### src/rtl/wb_accel_job_master_pkg.sv
// Shared definitions for the accelerator job master: register map, status and error codes,
// FSM encodings and the SRAM word address helper.
package wb_accel_job_master_pkg;

    localparam logic [31:0] OFS_OP       = 32'h0000_0000;
    localparam logic [31:0] OFS_STATUS   = 32'h0000_0004;
    localparam logic [31:0] OFS_SRAM     = 32'h0000_0008;

    localparam logic [31:0] STATUS_START = 32'hFFFF_FFFF;
    localparam logic [31:0] STATUS_IDLE  = 32'h0000_0000;

    localparam logic [1:0]  ERR_OK          = 2'd0;
    localparam logic [1:0]  ERR_ACK_TIMEOUT = 2'd1;
    localparam logic [1:0]  ERR_POLL_LIMIT  = 2'd2;

    typedef enum logic [3:0] {
        S_IDLE      = 4'd0,
        S_WR_OPND   = 4'd1,
        S_WR_OP     = 4'd2,
        S_WR_GO     = 4'd3,
        S_POLL      = 4'd4,
        S_POLL_WAIT = 4'd5,
        S_RD_RES    = 4'd6,
        S_FIN       = 4'd7,
        S_ABORT     = 4'd8
    } job_state_e;

    typedef enum logic [1:0] {
        X_IDLE   = 2'd0,
        X_ACTIVE = 2'd1,
        X_GAP    = 2'd2
    } xfer_state_e;

    // The word index wraps in 8 bits; the byte address wraps in 32 bits.
    function automatic logic [31:0] sram_adr(input logic [31:0] base, input logic [7:0] idx);
        return base + OFS_SRAM + {22'd0, idx, 2'b00};
    endfunction

endpackage

### src/rtl/wb_single_xfer.sv
// One Wishbone classic single transfer per request: drives cyc/stb/sel, captures read data on ack,
// forces an idle cycle after every transfer and aborts if ack does not arrive in time.
module wb_single_xfer
    import wb_accel_job_master_pkg::*;
#(
    parameter int ACK_TIMEOUT = 64
) (
    input  logic        clk,
    input  logic        rst_n,
    input  logic        req,
    input  logic        we,
    input  logic [31:0] adr,
    input  logic [31:0] wdata,
    output logic        done,
    output logic [31:0] rdata,
    output logic        timeout,
    output logic        cyc_o,
    output logic        stb_o,
    output logic        we_o,
    output logic [3:0]  sel_o,
    output logic [31:0] adr_o,
    output logic [31:0] dat_o,
    input  logic        ack_i,
    input  logic [31:0] dat_i
);

    localparam int TW = $clog2(ACK_TIMEOUT + 1);

    xfer_state_e state_q, state_d;
    logic [TW-1:0] timer_q, timer_d;
    logic          act_q, act_d;
    logic          we_q, we_d;
    logic [3:0]    sel_q, sel_d;
    logic [31:0]   adr_q, adr_d;
    logic [31:0]   dat_q, dat_d;
    logic [31:0]   rdata_q, rdata_d;
    logic          done_q, done_d;
    logic          timeout_q, timeout_d;

    // Transfer sequencing: request accepted only from X_IDLE, so X_GAP guarantees a dead bus cycle.
    always_comb begin
        state_d   = state_q;
        timer_d   = timer_q;
        act_d     = act_q;
        we_d      = we_q;
        sel_d     = sel_q;
        adr_d     = adr_q;
        dat_d     = dat_q;
        rdata_d   = rdata_q;
        done_d    = 1'b0;
        timeout_d = 1'b0;
        case (state_q)
            X_IDLE: begin
                if (req) begin
                    state_d = X_ACTIVE;
                    act_d   = 1'b1;
                    we_d    = we;
                    sel_d   = 4'hF;
                    adr_d   = adr;
                    dat_d   = wdata;
                    timer_d = {TW{1'b0}};
                end else begin
                    state_d = X_IDLE;
                end
            end
            X_ACTIVE: begin
                // A late ack in the final timeout cycle still wins.
                if (ack_i) begin
                    state_d = X_GAP;
                    act_d   = 1'b0;
                    we_d    = 1'b0;
                    sel_d   = 4'h0;
                    done_d  = 1'b1;
                    if (!we_q) begin
                        rdata_d = dat_i;
                    end else begin
                        rdata_d = rdata_q;
                    end
                end else if (timer_q == TW'(ACK_TIMEOUT - 1)) begin
                    state_d   = X_GAP;
                    act_d     = 1'b0;
                    we_d      = 1'b0;
                    sel_d     = 4'h0;
                    timeout_d = 1'b1;
                end else begin
                    timer_d = timer_q + {{(TW-1){1'b0}}, 1'b1};
                end
            end
            X_GAP: begin
                state_d = X_IDLE;
            end
            default: begin
                state_d = X_IDLE;
                act_d   = 1'b0;
                we_d    = 1'b0;
                sel_d   = 4'h0;
            end
        endcase
    end

    // Transfer state and bus output registers.
    always_ff @(posedge clk) begin
        if (!rst_n) begin
            state_q   <= X_IDLE;
            timer_q   <= {TW{1'b0}};
            act_q     <= 1'b0;
            we_q      <= 1'b0;
            sel_q     <= 4'h0;
            adr_q     <= 32'h0000_0000;
            dat_q     <= 32'h0000_0000;
            rdata_q   <= 32'h0000_0000;
            done_q    <= 1'b0;
            timeout_q <= 1'b0;
        end else begin
            state_q   <= state_d;
            timer_q   <= timer_d;
            act_q     <= act_d;
            we_q      <= we_d;
            sel_q     <= sel_d;
            adr_q     <= adr_d;
            dat_q     <= dat_d;
            rdata_q   <= rdata_d;
            done_q    <= done_d;
            timeout_q <= timeout_d;
        end
    end

    assign cyc_o   = act_q;
    assign stb_o   = act_q;
    assign we_o    = we_q;
    assign sel_o   = sel_q;
    assign adr_o   = adr_q;
    assign dat_o   = dat_q;
    assign done    = done_q;
    assign rdata   = rdata_q;
    assign timeout = timeout_q;

endmodule

### src/rtl/wb_accel_job_master.sv
// Job-level master for the AI accelerator slave: load operands, program and start the op,
// poll status, then stream results out through a one-word buffer.
module wb_accel_job_master
    import wb_accel_job_master_pkg::*;
#(
    parameter logic [31:0] ADDR_OFFSET = 32'h3000_0000,
    parameter int          ACK_TIMEOUT = 64,
    parameter int          POLL_GAP    = 8,
    parameter int          MAX_POLLS   = 4096
) (
    input  logic        wb_clk_i,
    input  logic        wb_rst_ni,
    input  logic        job_start,
    input  logic [31:0] job_op,
    input  logic [7:0]  job_n_in,
    input  logic [7:0]  job_out_base,
    input  logic [7:0]  job_n_out,
    input  logic        in_valid,
    input  logic [31:0] in_data,
    output logic        in_ready,
    output logic        out_valid,
    output logic [31:0] out_data,
    input  logic        out_ready,
    output logic        busy,
    output logic        done,
    output logic [1:0]  err,
    output logic        wbm_cyc_o,
    output logic        wbm_stb_o,
    output logic        wbm_we_o,
    output logic [3:0]  wbm_sel_o,
    output logic [31:0] wbm_adr_o,
    output logic [31:0] wbm_dat_o,
    input  logic        wbm_ack_i,
    input  logic [31:0] wbm_dat_i
);

    localparam int PW = $clog2(MAX_POLLS + 1);
    localparam int GW = $clog2(POLL_GAP + 1);

    job_state_e    state_q, state_d;
    logic [31:0]   op_q, op_d;
    logic [7:0]    n_in_q, n_in_d, out_base_q, out_base_d, n_out_q, n_out_d;
    logic [7:0]    idx_q, idx_d;
    logic [PW-1:0] poll_cnt_q, poll_cnt_d;
    logic [GW-1:0] gap_cnt_q, gap_cnt_d;
    logic [31:0]   opnd_q, opnd_d;
    logic          opnd_full_q, opnd_full_d;
    logic [1:0]    err_q, err_d;
    logic          busy_q, busy_d, done_q, done_d;
    logic          in_ready_q, in_ready_d;
    logic          out_valid_q, out_valid_d;
    logic [31:0]   out_data_q, out_data_d;

    logic          x_req_s, x_we_s, x_done_s, x_timeout_s;
    logic [31:0]   x_adr_s, x_wdata_s, x_rdata_s;
    logic [7:0]    idx_inc_s;
    logic [PW-1:0] poll_inc_s;

    wb_single_xfer #(.ACK_TIMEOUT(ACK_TIMEOUT)) u_xfer (
        .clk     (wb_clk_i),
        .rst_n   (wb_rst_ni),
        .req     (x_req_s),
        .we      (x_we_s),
        .adr     (x_adr_s),
        .wdata   (x_wdata_s),
        .done    (x_done_s),
        .rdata   (x_rdata_s),
        .timeout (x_timeout_s),
        .cyc_o   (wbm_cyc_o),
        .stb_o   (wbm_stb_o),
        .we_o    (wbm_we_o),
        .sel_o   (wbm_sel_o),
        .adr_o   (wbm_adr_o),
        .dat_o   (wbm_dat_o),
        .ack_i   (wbm_ack_i),
        .dat_i   (wbm_dat_i)
    );

    // Job FSM: next state, counters, stream buffers and transfer requests.
    always_comb begin
        state_d     = state_q;
        op_d        = op_q;
        n_in_d      = n_in_q;
        out_base_d  = out_base_q;
        n_out_d     = n_out_q;
        idx_d       = idx_q;
        poll_cnt_d  = poll_cnt_q;
        gap_cnt_d   = gap_cnt_q;
        opnd_d      = opnd_q;
        opnd_full_d = opnd_full_q;
        err_d       = err_q;
        busy_d      = busy_q;
        done_d      = 1'b0;
        in_ready_d  = in_ready_q;
        out_valid_d = out_valid_q;
        out_data_d  = out_data_q;
        x_req_s     = 1'b0;
        x_we_s      = 1'b0;
        x_adr_s     = ADDR_OFFSET;
        x_wdata_s   = 32'h0000_0000;
        idx_inc_s   = idx_q + 8'd1;
        poll_inc_s  = poll_cnt_q + {{(PW-1){1'b0}}, 1'b1};
        case (state_q)
            S_IDLE, S_FIN, S_ABORT: begin
                state_d     = S_IDLE;
                busy_d      = 1'b0;
                in_ready_d  = 1'b0;
                out_valid_d = 1'b0;
                if (job_start) begin
                    op_d        = job_op;
                    n_in_d      = job_n_in;
                    out_base_d  = job_out_base;
                    n_out_d     = job_n_out;
                    idx_d       = 8'd0;
                    opnd_full_d = 1'b0;
                    err_d       = ERR_OK;
                    busy_d      = 1'b1;
                    state_d     = (job_n_in == 8'd0) ? S_WR_OP : S_WR_OPND;
                end else begin
                    state_d = S_IDLE;
                end
            end
            S_WR_OPND: begin
                if (!opnd_full_q) begin
                    if (in_ready_q && in_valid) begin
                        opnd_d      = in_data;
                        opnd_full_d = 1'b1;
                        in_ready_d  = 1'b0;
                    end else begin
                        in_ready_d = 1'b1;
                    end
                end else begin
                    x_req_s   = 1'b1;
                    x_we_s    = 1'b1;
                    x_adr_s   = sram_adr(ADDR_OFFSET, idx_q);
                    x_wdata_s = opnd_q;
                    if (x_done_s) begin
                        opnd_full_d = 1'b0;
                        if (idx_inc_s == n_in_q) begin
                            idx_d   = 8'd0;
                            state_d = S_WR_OP;
                        end else begin
                            idx_d = idx_inc_s;
                        end
                    end else begin
                        opnd_full_d = 1'b1;
                    end
                end
            end
            S_WR_OP: begin
                x_req_s   = 1'b1;
                x_we_s    = 1'b1;
                x_adr_s   = ADDR_OFFSET + OFS_OP;
                x_wdata_s = op_q;
                if (x_done_s) begin
                    state_d = S_WR_GO;
                end else begin
                    state_d = S_WR_OP;
                end
            end
            S_WR_GO: begin
                x_req_s   = 1'b1;
                x_we_s    = 1'b1;
                x_adr_s   = ADDR_OFFSET + OFS_STATUS;
                x_wdata_s = STATUS_START;
                if (x_done_s) begin
                    poll_cnt_d = {PW{1'b0}};
                    state_d    = S_POLL;
                end else begin
                    state_d = S_WR_GO;
                end
            end
            S_POLL: begin
                x_req_s = 1'b1;
                x_adr_s = ADDR_OFFSET + OFS_STATUS;
                if (x_done_s) begin
                    poll_cnt_d = poll_inc_s;
                    if (x_rdata_s == STATUS_IDLE) begin
                        idx_d = 8'd0;
                        if (n_out_q == 8'd0) begin
                            state_d = S_FIN;
                            done_d  = 1'b1;
                            busy_d  = 1'b0;
                        end else begin
                            state_d = S_RD_RES;
                        end
                    end else if (poll_inc_s == PW'(MAX_POLLS)) begin
                        state_d = S_ABORT;
                        err_d   = ERR_POLL_LIMIT;
                        busy_d  = 1'b0;
                    end else begin
                        gap_cnt_d = {GW{1'b0}};
                        state_d   = S_POLL_WAIT;
                    end
                end else begin
                    state_d = S_POLL;
                end
            end
            S_POLL_WAIT: begin
                if (gap_cnt_q == GW'(POLL_GAP - 1)) begin
                    state_d = S_POLL;
                end else begin
                    gap_cnt_d = gap_cnt_q + {{(GW-1){1'b0}}, 1'b1};
                end
            end
            S_RD_RES: begin
                // Next read waits until the buffered word has been taken.
                if (out_valid_q) begin
                    if (out_ready) begin
                        out_valid_d = 1'b0;
                        if (idx_q == n_out_q) begin
                            state_d = S_FIN;
                            done_d  = 1'b1;
                            busy_d  = 1'b0;
                        end else begin
                            state_d = S_RD_RES;
                        end
                    end else begin
                        out_valid_d = 1'b1;
                    end
                end else begin
                    x_req_s = 1'b1;
                    x_adr_s = sram_adr(ADDR_OFFSET, out_base_q + idx_q);
                    if (x_done_s) begin
                        out_valid_d = 1'b1;
                        out_data_d  = x_rdata_s;
                        idx_d       = idx_inc_s;
                    end else begin
                        out_valid_d = 1'b0;
                    end
                end
            end
            default: begin
                state_d = S_IDLE;
                busy_d  = 1'b0;
            end
        endcase
        if (x_timeout_s) begin
            state_d     = S_ABORT;
            err_d       = ERR_ACK_TIMEOUT;
            busy_d      = 1'b0;
            done_d      = 1'b0;
            in_ready_d  = 1'b0;
            out_valid_d = 1'b0;
            opnd_full_d = 1'b0;
        end else begin
            err_d = err_d;
        end
    end

    // Job state and output registers.
    always_ff @(posedge wb_clk_i) begin
        if (!wb_rst_ni) begin
            state_q     <= S_IDLE;
            op_q        <= 32'h0000_0000;
            n_in_q      <= 8'd0;
            out_base_q  <= 8'd0;
            n_out_q     <= 8'd0;
            idx_q       <= 8'd0;
            poll_cnt_q  <= {PW{1'b0}};
            gap_cnt_q   <= {GW{1'b0}};
            opnd_q      <= 32'h0000_0000;
            opnd_full_q <= 1'b0;
            err_q       <= ERR_OK;
            busy_q      <= 1'b0;
            done_q      <= 1'b0;
            in_ready_q  <= 1'b0;
            out_valid_q <= 1'b0;
            out_data_q  <= 32'h0000_0000;
        end else begin
            state_q     <= state_d;
            op_q        <= op_d;
            n_in_q      <= n_in_d;
            out_base_q  <= out_base_d;
            n_out_q     <= n_out_d;
            idx_q       <= idx_d;
            poll_cnt_q  <= poll_cnt_d;
            gap_cnt_q   <= gap_cnt_d;
            opnd_q      <= opnd_d;
            opnd_full_q <= opnd_full_d;
            err_q       <= err_d;
            busy_q      <= busy_d;
            done_q      <= done_d;
            in_ready_q  <= in_ready_d;
            out_valid_q <= out_valid_d;
            out_data_q  <= out_data_d;
        end
    end

    assign in_ready  = in_ready_q;
    assign out_valid = out_valid_q;
    assign out_data  = out_data_q;
    assign busy      = busy_q;
    assign done      = done_q;
    assign err       = err_q;

endmodule

### config.mk
export PLATFORM = sky130hd
export DESIGN_NAME = wb_accel_job_master
export DESIGN_NICKNAME = d
export VERILOG_FILES = /design/src/rtl/wb_accel_job_master_pkg.sv /design/src/rtl/wb_single_xfer.sv /design/src/rtl/wb_accel_job_master.sv
export SDC_FILE = /design/constraint.sdc
export NUM_CORES = 1
export LEC_CHECK = 0
export ABC_AREA = 1
export BUFFER_PORTS_ARGS = -buffer_cell sky130_fd_sc_hd__buf_4
export CORE_MARGIN = 2
export CORE_UTILIZATION = 50
export CTS_CLUSTER_DIAMETER = 60
export DETAILED_ROUTE_END_ITERATION = 8
export GPL_TIMING_DRIVEN = 1
export PLACE_DENSITY = 0.79
export SYNTH_ARGS = -nofsm -noshare
export SYNTH_HDL_FRONTEND = slang
export SYNTH_SLANG_ARGS = --single-unit
### constraint.sdc
create_clock -name wb_clk_i -period 2.9 [get_ports wb_clk_i]
set_input_delay 0.145 -clock wb_clk_i [delete_from_list [all_inputs] [get_ports wb_clk_i]]
set_output_delay 0.145 -clock wb_clk_i [all_outputs]
set_load 0.05 [all_outputs]
==> flow_metrics.env, run 1 <==
export IMPL_drv_cap=0
export IMPL_hold_buffers=121
export IMPL_synth_cell_type_count=45
export IMPL_pwr_share_seq=0.360
export IMPL_crit_arrival_ns=2.86
export IMPL_rsz0062_at_grt="no"
export IMPL_slew_headroom=0.280
export IMPL_synth_edf_count=0
export IMPL_syn_inst=1564
export IMPL_hold_path_class="in2reg"
export IMPL_p_int_uw=7240
export IMPL_die_height_um=153
export IMPL_grtUsageTotal=0.287
export IMPL_drcViolationCount=0
export IMPL_grt_pass1_vias=11426
export IMPL_wirelength_um=35200
export IMPL_wirelength_met1_um=13900
export IMPL_cts_root_buf="clkbuf_16"
export IMPL_clkPwrFrac=0.309
export IMPL_min_period_ns=2.41
export IMPL_setup_violations=0
export IMPL_hold_ws_ns=0.0525
export IMPL_grt_pass1_wl_um=55900
export IMPL_vias_per_cell=5.46
export IMPL_portBuffers=213
export IMPL_ir_drop_mv=0.674
export IMPL_area_delta_synth_final_pct=34.6
export IMPL_endpoint_kind="register"
export IMPL_critPathBufInv=3
export IMPL_drtIter0Drc=1093
export IMPL_antenna_found_initial=4
export IMPL_route_met3_wl_um=2410
export IMPL_finalHoldViolCount=0
export IMPL_syn_mean_instance_area_um2=7.08
export IMPL_start_kind="register"
export IMPL_synth_top_area_share=0.440
export IMPL_cts_resized=0
export IMPL_hpwl_um=21100
export IMPL_outcome="finished clean"
export IMPL_grt_max_degree=162
export IMPL_path_max_fanout=44
export IMPL_antenna_left=0
export IMPL_synth_ff_type="dfxtp_1"
export IMPL_cp_top_family="buffers and inverters"
export IMPL_ioPinCount=235
export IMPL_wl_met2_um=16900
export IMPL_ys_ff_latch=243
export IMPL_cts_buffers=27
export IMPL_top_layer="met4"
export IMPL_fmaxAchievable_mhz=414
export IMPL_p_sw_frac=0.383
export IMPL_path_clk_slew_ns=0.07
export IMPL_yosys_area_top_type="dfxtp_1"
export IMPL_yosys_warnings=0
export IMPL_die_area_um2=23300
export IMPL_cts_sinks=243
export IMPL_wl_per_cell_um=16.3
export IMPL_postCtsSetupRepairBufs=0
export IMPL_p_leak_uw=0.00662
export IMPL_start_util=0.509
export IMPL_rows=54
export IMPL_crit_type="reg2reg"
export IMPL_clk_latency_ns=0.55
export IMPL_vias=11812
export IMPL_r2r_slack_ns=0.49
export IMPL_utilization=0.685
export IMPL_final_nets=2000
export IMPL_max_stage_delay_ns=0.54
export IMPL_place_congestion=0.915
export IMPL_power_switching_uw=4500
export IMPL_synth_area_um2=11100
export IMPL_drv_slew=0
export IMPL_clockBufferDepth=3
export IMPL_critPathRequiredTime_ns=3.34
export IMPL_finalCritPeriodShare=0.833
export IMPL_synth_area_top_cells="dfxtp_1 44%, nor2_1 9.0%, nand2_1 8.9%, o21ai_0 8.3%, a21oi_1 6.8%"
export IMPL_tightest_slew_ns=1.08
export IMPL_async_flop_share=0
export IMPL_drive_gt1_frac=0.162
export IMPL_overflow=0
export IMPL_skew_ns=0.0133
export IMPL_critical_path_slowest_cell="dfxtp_1"
export IMPL_tns_ns=0
export IMPL_cts_tree="done"
export IMPL_core_region_area_um2=21800
export IMPL_pwr_share_comb=0.331
export IMPL_final_cell_mix="263 x nor2_1, 263 x nand2_1, 243 x dfxtp_1"
export IMPL_fill_cells=1704
export IMPL_power_density_nw_per_um2=788
export IMPL_fp_dieW_um=153
export IMPL_htree_levels=1
export IMPL_ys_seq_area_frac=0.440
export IMPL_path_cells="inv_2 > nand2_1 > nor2_1 > a21oi_2 > nor2_1 > inv_2 > buf_12 > o21ai_0 > a21oi_1"
export IMPL_firstDrtPassIters=6
-- power groups by stage --
stage	combinational, uW	sequential (uW)	clock (uW)
detailed placement	3610	4270	0
global placement	3560	4250	0
global route	4220	4280	3790
CTS	3760	4210	3620
floorplan	2340	4510	0
finish	3880	4230	3620
-- worst min-delay path, cell delays in order --
cell     delay, ns
buf_4         0.11
nand2_1       0.06
inv_1         0.07
nand2_1       0.07
a21oi_1       0.08
-- state kept, by name, summed over array words and instances (netlist names), 7 cells and up --
signal,count
idx_q,8
u_xfer.dat_o,32
opnd_q,32
out_data,32
out_base_q,8
poll_cnt_q,13
u_xfer.timer_q,7
op_q,32
n_out_q,8
u_xfer.rdata,32
n_in_q,8
u_xfer.adr_o,10
-- layout make-up --
| class | count | area [um2] | area share |
|---|---|---|---|
| multi-input cells | 1079 | 5180 | 0.348 |
| inverters | 157 | 589 | 0.0396 |
| well taps | 280 | 350 | 0.0235 |
| repair buffers | 351 | 2960 | 0.199 |
| clock buffers | 34 | 732 | 0.0491 |
| clock inverters | 15 | 208 | 0.0139 |
| flip-flops and latches | 243 | 4860 | 0.327 |
| diodes | 4 | 10.0 | 0.000672 |
-- through the flow --
stage	std cells	power, uW	setup slack, ns	instance area (um2)
2_1_floorplan	1584	6850	0.842	11100
3_3_place_gp	1989	7810	0.671	12700
4_1_cts	2159	11600	0.553	14900
5_1_grt	2163	12300	0.283	14900
6_report	2163	11700	0.485	14900
3_5_place_dp	1989	7880	0.576	12700
-- Yosys cell counts, types with 2 or more instances --
cell	number
nor2_1	264
nand2_1	263
dfxtp_1	243
o21ai_0	183
a21oi_1	151
inv_1	148
nand3_1	66
clkbuf_1	62
buf_4	28
o221ai_1	25
nand4_1	19
ha_1	14
buf_2	12
nor3_1	10
xor2_1	10
a311oi_1	7
inv_2	7
xnor2_1	6
nor4_1	5
nand3b_1	3
nor2_4	3
o22ai_1	3
a211oi_1	2
buf_1	2
clkinv_1	2
nand2_2	2
nor2_2	2
o21ai_1	2
o21ai_2	2
o21bai_1	2
or2_2	2
-- per-layer routing --
metal,vias up,global-route usage
met2,570,0.483
met3,149,0.0526
li1,5666,-
met4,0,0.157
met1,5427,0.347
met5,-,0
-- cell families after synthesis --
group                    synth area share
other                            0.000339
AO/OA/AOI/OAI                       0.187
flip-flops                          0.440
XOR/XNOR                           0.0127
adder cells (fa/ha/maj)            0.0176
buffers and inverters               0.100
AND/OR/NAND/NOR                     0.242
-- worst paths after layout --
check | cells past startpoint | endpoint | from
worst max-delay path | 9 | op_q[17]$_SDFFE_PN0P_ | state_q[0]$_SDFFE_PP0P_
worst min-delay path | 5 | done$_SDFF_PP0_ | out_ready
worst max register to register | 9 | op_q[17]$_SDFFE_PN0P_ | state_q[0]$_SDFFE_PP0P_
worst min register to register | 2 | u_xfer.timer_q[4]$_SDFFE_PN0P_ | u_xfer.timer_q[4]$_SDFFE_PN0P_
Note: power is estimated with default switching activity, not from simulation.
==> run 2: changes to the inputs <==
--- a/config.mk
+++ b/config.mk
@@ -12,7 +12,7 @@
 export CTS_CLUSTER_DIAMETER = 60
 export DETAILED_ROUTE_END_ITERATION = 8
 export GPL_TIMING_DRIVEN = 1
-export PLACE_DENSITY = 0.79
+export PLACE_DENSITY = 0.82
 export SYNTH_ARGS = -nofsm -noshare
 export SYNTH_HDL_FRONTEND = slang
 export SYNTH_SLANG_ARGS = --single-unit
==> constraint.sdc (replaced) <==
create_clock -name wb_clk_i -period 2.1 [get_ports wb_clk_i]
set_input_delay 0.105 -clock wb_clk_i [delete_from_list [all_inputs] [get_ports wb_clk_i]]
set_output_delay 0.105 -clock wb_clk_i [all_outputs]
set_load 0.05 [all_outputs]
==> run 2 against run 1 <==
  * Sequential share of layout area fell by 1.1 points
  * Via count is 2.4% higher
  * Critical path type unchanged
  * Clock skew fell by 0.0039 ns
  * First-iteration DRC count up 2.6%
  * Largest cell class unchanged
  * Register-to-register slack lost 0.40 ns
  * Combinational power rose by 55%
==> flow_metrics.env, run 2 (synthesized netlist as in run 1, its figures left out) <==
export IMPL_outcome="finished clean"
export IMPL_power_switching_uw=6410
export IMPL_fp_dieW_um=153
export IMPL_cts_buffers=27
export IMPL_slew_headroom=0.562
export IMPL_drv_slew=0
export IMPL_grt_pass1_wl_um=57400
export IMPL_clkPwrFrac=0.310
export IMPL_cts_sinks=243
export IMPL_seq_area_um2=4870
export IMPL_final_common_cell="nand2_1"
export IMPL_tightest_slew_ns=0.658
export IMPL_overflow=0
export IMPL_fmaxAchievable_mhz=497
export IMPL_dp_cells=2017
export IMPL_finalHoldViolCount=0
export IMPL_critPathRequiredTime_ns=2.57
export IMPL_ir_drop_mv=0.796
export IMPL_die_area_um2=23300
export IMPL_grtUsageTotal=0.295
export IMPL_grt_max_degree=78
export IMPL_hpwl_um=21600
export IMPL_clockBufferDepth=3
export IMPL_utilization=0.709
export IMPL_antenna_found_initial=5
export IMPL_r2r_slack_ns=0.09
export IMPL_skew_ns=0.00939
export IMPL_path_cells="ha_2 > fa_2 > xnor2_1 > inv_1 > ha_2 > nand3_4 > nor2_4 > o21ai_0 > o22ai_1 > nand2_1 > a21oi_2"
export IMPL_cts_tree="done"
export IMPL_cp_top_family="adder cells"
export IMPL_finalCritPeriodShare=0.958
export IMPL_drive_gt1_frac=0.193
export IMPL_grt_busiest_layer="met2"
export IMPL_die_height_um=153
export IMPL_instances_no_fill=2198
export IMPL_power_density_nw_per_um2=1110
export IMPL_drcViolationCount=0
export IMPL_core_region_area_um2=21800
export IMPL_endpoint_kind="register"
export IMPL_place_congestion=0.892
export IMPL_cts_root_buf="clkbuf_16"
export IMPL_p_leak_uw=0.00687
export IMPL_crit_type="reg2reg"
export IMPL_hold_ws_ns=0.201
export IMPL_start_kind="register"
export IMPL_vias=12094
export IMPL_pwr_share_seq=0.340
export IMPL_crit_arrival_ns=2.49
export IMPL_dpl_cell_area_um2=13000
export IMPL_firstDrtPassIters=6
export IMPL_path_clk_slew_ns=0.06
export IMPL_htree_levels=1
export IMPL_clk_latency_ns=0.55
export IMPL_min_period_ns=2.01
export IMPL_portBuffers=213
export IMPL_vias_per_cell=5.50
export IMPL_grt_pass1_vias=11751
export IMPL_final_nets=2033
export IMPL_drtIter0Drc=1121
export IMPL_area_delta_synth_final_pct=39.4
export IMPL_critPathBufInv=1
export IMPL_grtUsageMet2=0.493
export IMPL_p_total_uw=17100
export IMPL_setup_violations=0
export IMPL_path_max_fanout=3
export IMPL_use_met1=0.348
export IMPL_wirelength_um=36900
export IMPL_rows=54
export IMPL_critical_path_slowest_cell="fa_2"
export IMPL_drv_cap=0
export IMPL_use_met3=0.0697
export IMPL_stdcell_area_um2=15400
export IMPL_rsz0062_at_grt="yes"
export IMPL_start_util=0.509
export IMPL_p_sw_frac=0.374
export IMPL_ioPinCount=235
export IMPL_hold_path_class="in2reg"
export IMPL_max_stage_delay_ns=0.35
export IMPL_wl_per_cell_um=16.8
export IMPL_antenna_left=0
export IMPL_pwr_share_comb=0.350
export IMPL_multi_input_area_um2=5310
export IMPL_p_int_uw=10700
export IMPL_final_cell_mix="256 x nand2_1, 255 x nor2_1, 254 x buf_4"
export IMPL_fill_cells=1603
export IMPL_cpMostUsedCell="ha_2"
[run 2: path summary, 6_finish.rpt]
| kind | start | endpoint | cells past startpoint |
|---|---|---|---|
| setup reg to reg | out_base_q[0]$_SDFFE_PN0P_ | u_xfer.adr_o[7]$_SDFFE_PN0P_ | 11 |
| setup / recovery | out_base_q[0]$_SDFFE_PN0P_ | u_xfer.adr_o[7]$_SDFFE_PN0P_ | 11 |
| hold reg to reg | u_xfer.timer_q[4]$_SDFFE_PN0P_ | u_xfer.timer_q[4]$_SDFFE_PN0P_ | 2 |
| hold / removal | job_start | out_base_q[2]$_SDFFE_PN0P_ | 6 |
[run 2: worst register-to-register path, cell delays in order (launching register included)]
cell and delay (ns):
dfxtp_1 0.31, ha_2 0.19, fa_2 0.35, xnor2_1 0.15
inv_1 0.07, ha_2 0.20, nand3_4 0.10, nor2_4 0.14
o21ai_0 0.10, o22ai_1 0.14, nand2_1 0.08, a21oi_2 0.11
[run 2: power by group through the flow]
stage          clock, uW  combinational (uW)  sequential (uW)
6_report            5310                6000             5830
2_1_floorplan          0                3240             6230
3_3_place_gp           0                5260             5830
5_1_grt             5540                6480             5900
3_5_place_dp           0                5340             5860
4_1_cts             5340                5580             5770
[run 2: repair_timing]
| item | in CTS | in global routing |
|---|---|---|
| hold endpoints to repair | 131 | 0 |
| resized for setup | 2 | 51 |
| setup buffers | 0 | 2 |
| gates cloned | 0 | 1 |
| hold buffers | 123 | 0 |
| pin swaps | 1 | 4 |
| setup endpoints to repair | 2 | 77 |
[run 2: cell type report]
type / instances / share of cell area
repair buffers: 384 / 0.212
well taps: 280 / 0.0227
clock buffers: 36 / 0.0499
flip-flops and latches: 243 / 0.316
clock inverters: 14 / 0.0160
diodes: 5 / 0.000811
inverters: 157 / 0.0387
multi-input cells: 1079 / 0.344
[run 2: per-layer routing]
| metal | part of all wire | up-vias |
|---|---|---|
| met5 | 0.00035 | - |
| met4 | 0.065 | 2 |
| met3 | 0.084 | 192 |
| met2 | 0.47 | 656 |
| met1 | 0.38 | 5513 |
| li1 | - | 5731 |
[run 2: per-stage QoR]
step,setup TNS (ns),setup WS (ns)
finish,0,0.0889
global route,-0.206,-0.0669
CTS,0,0.0101
detailed placement,-0.0338,-0.0199
global placement,0,0.0337
floorplan,0,0.0419
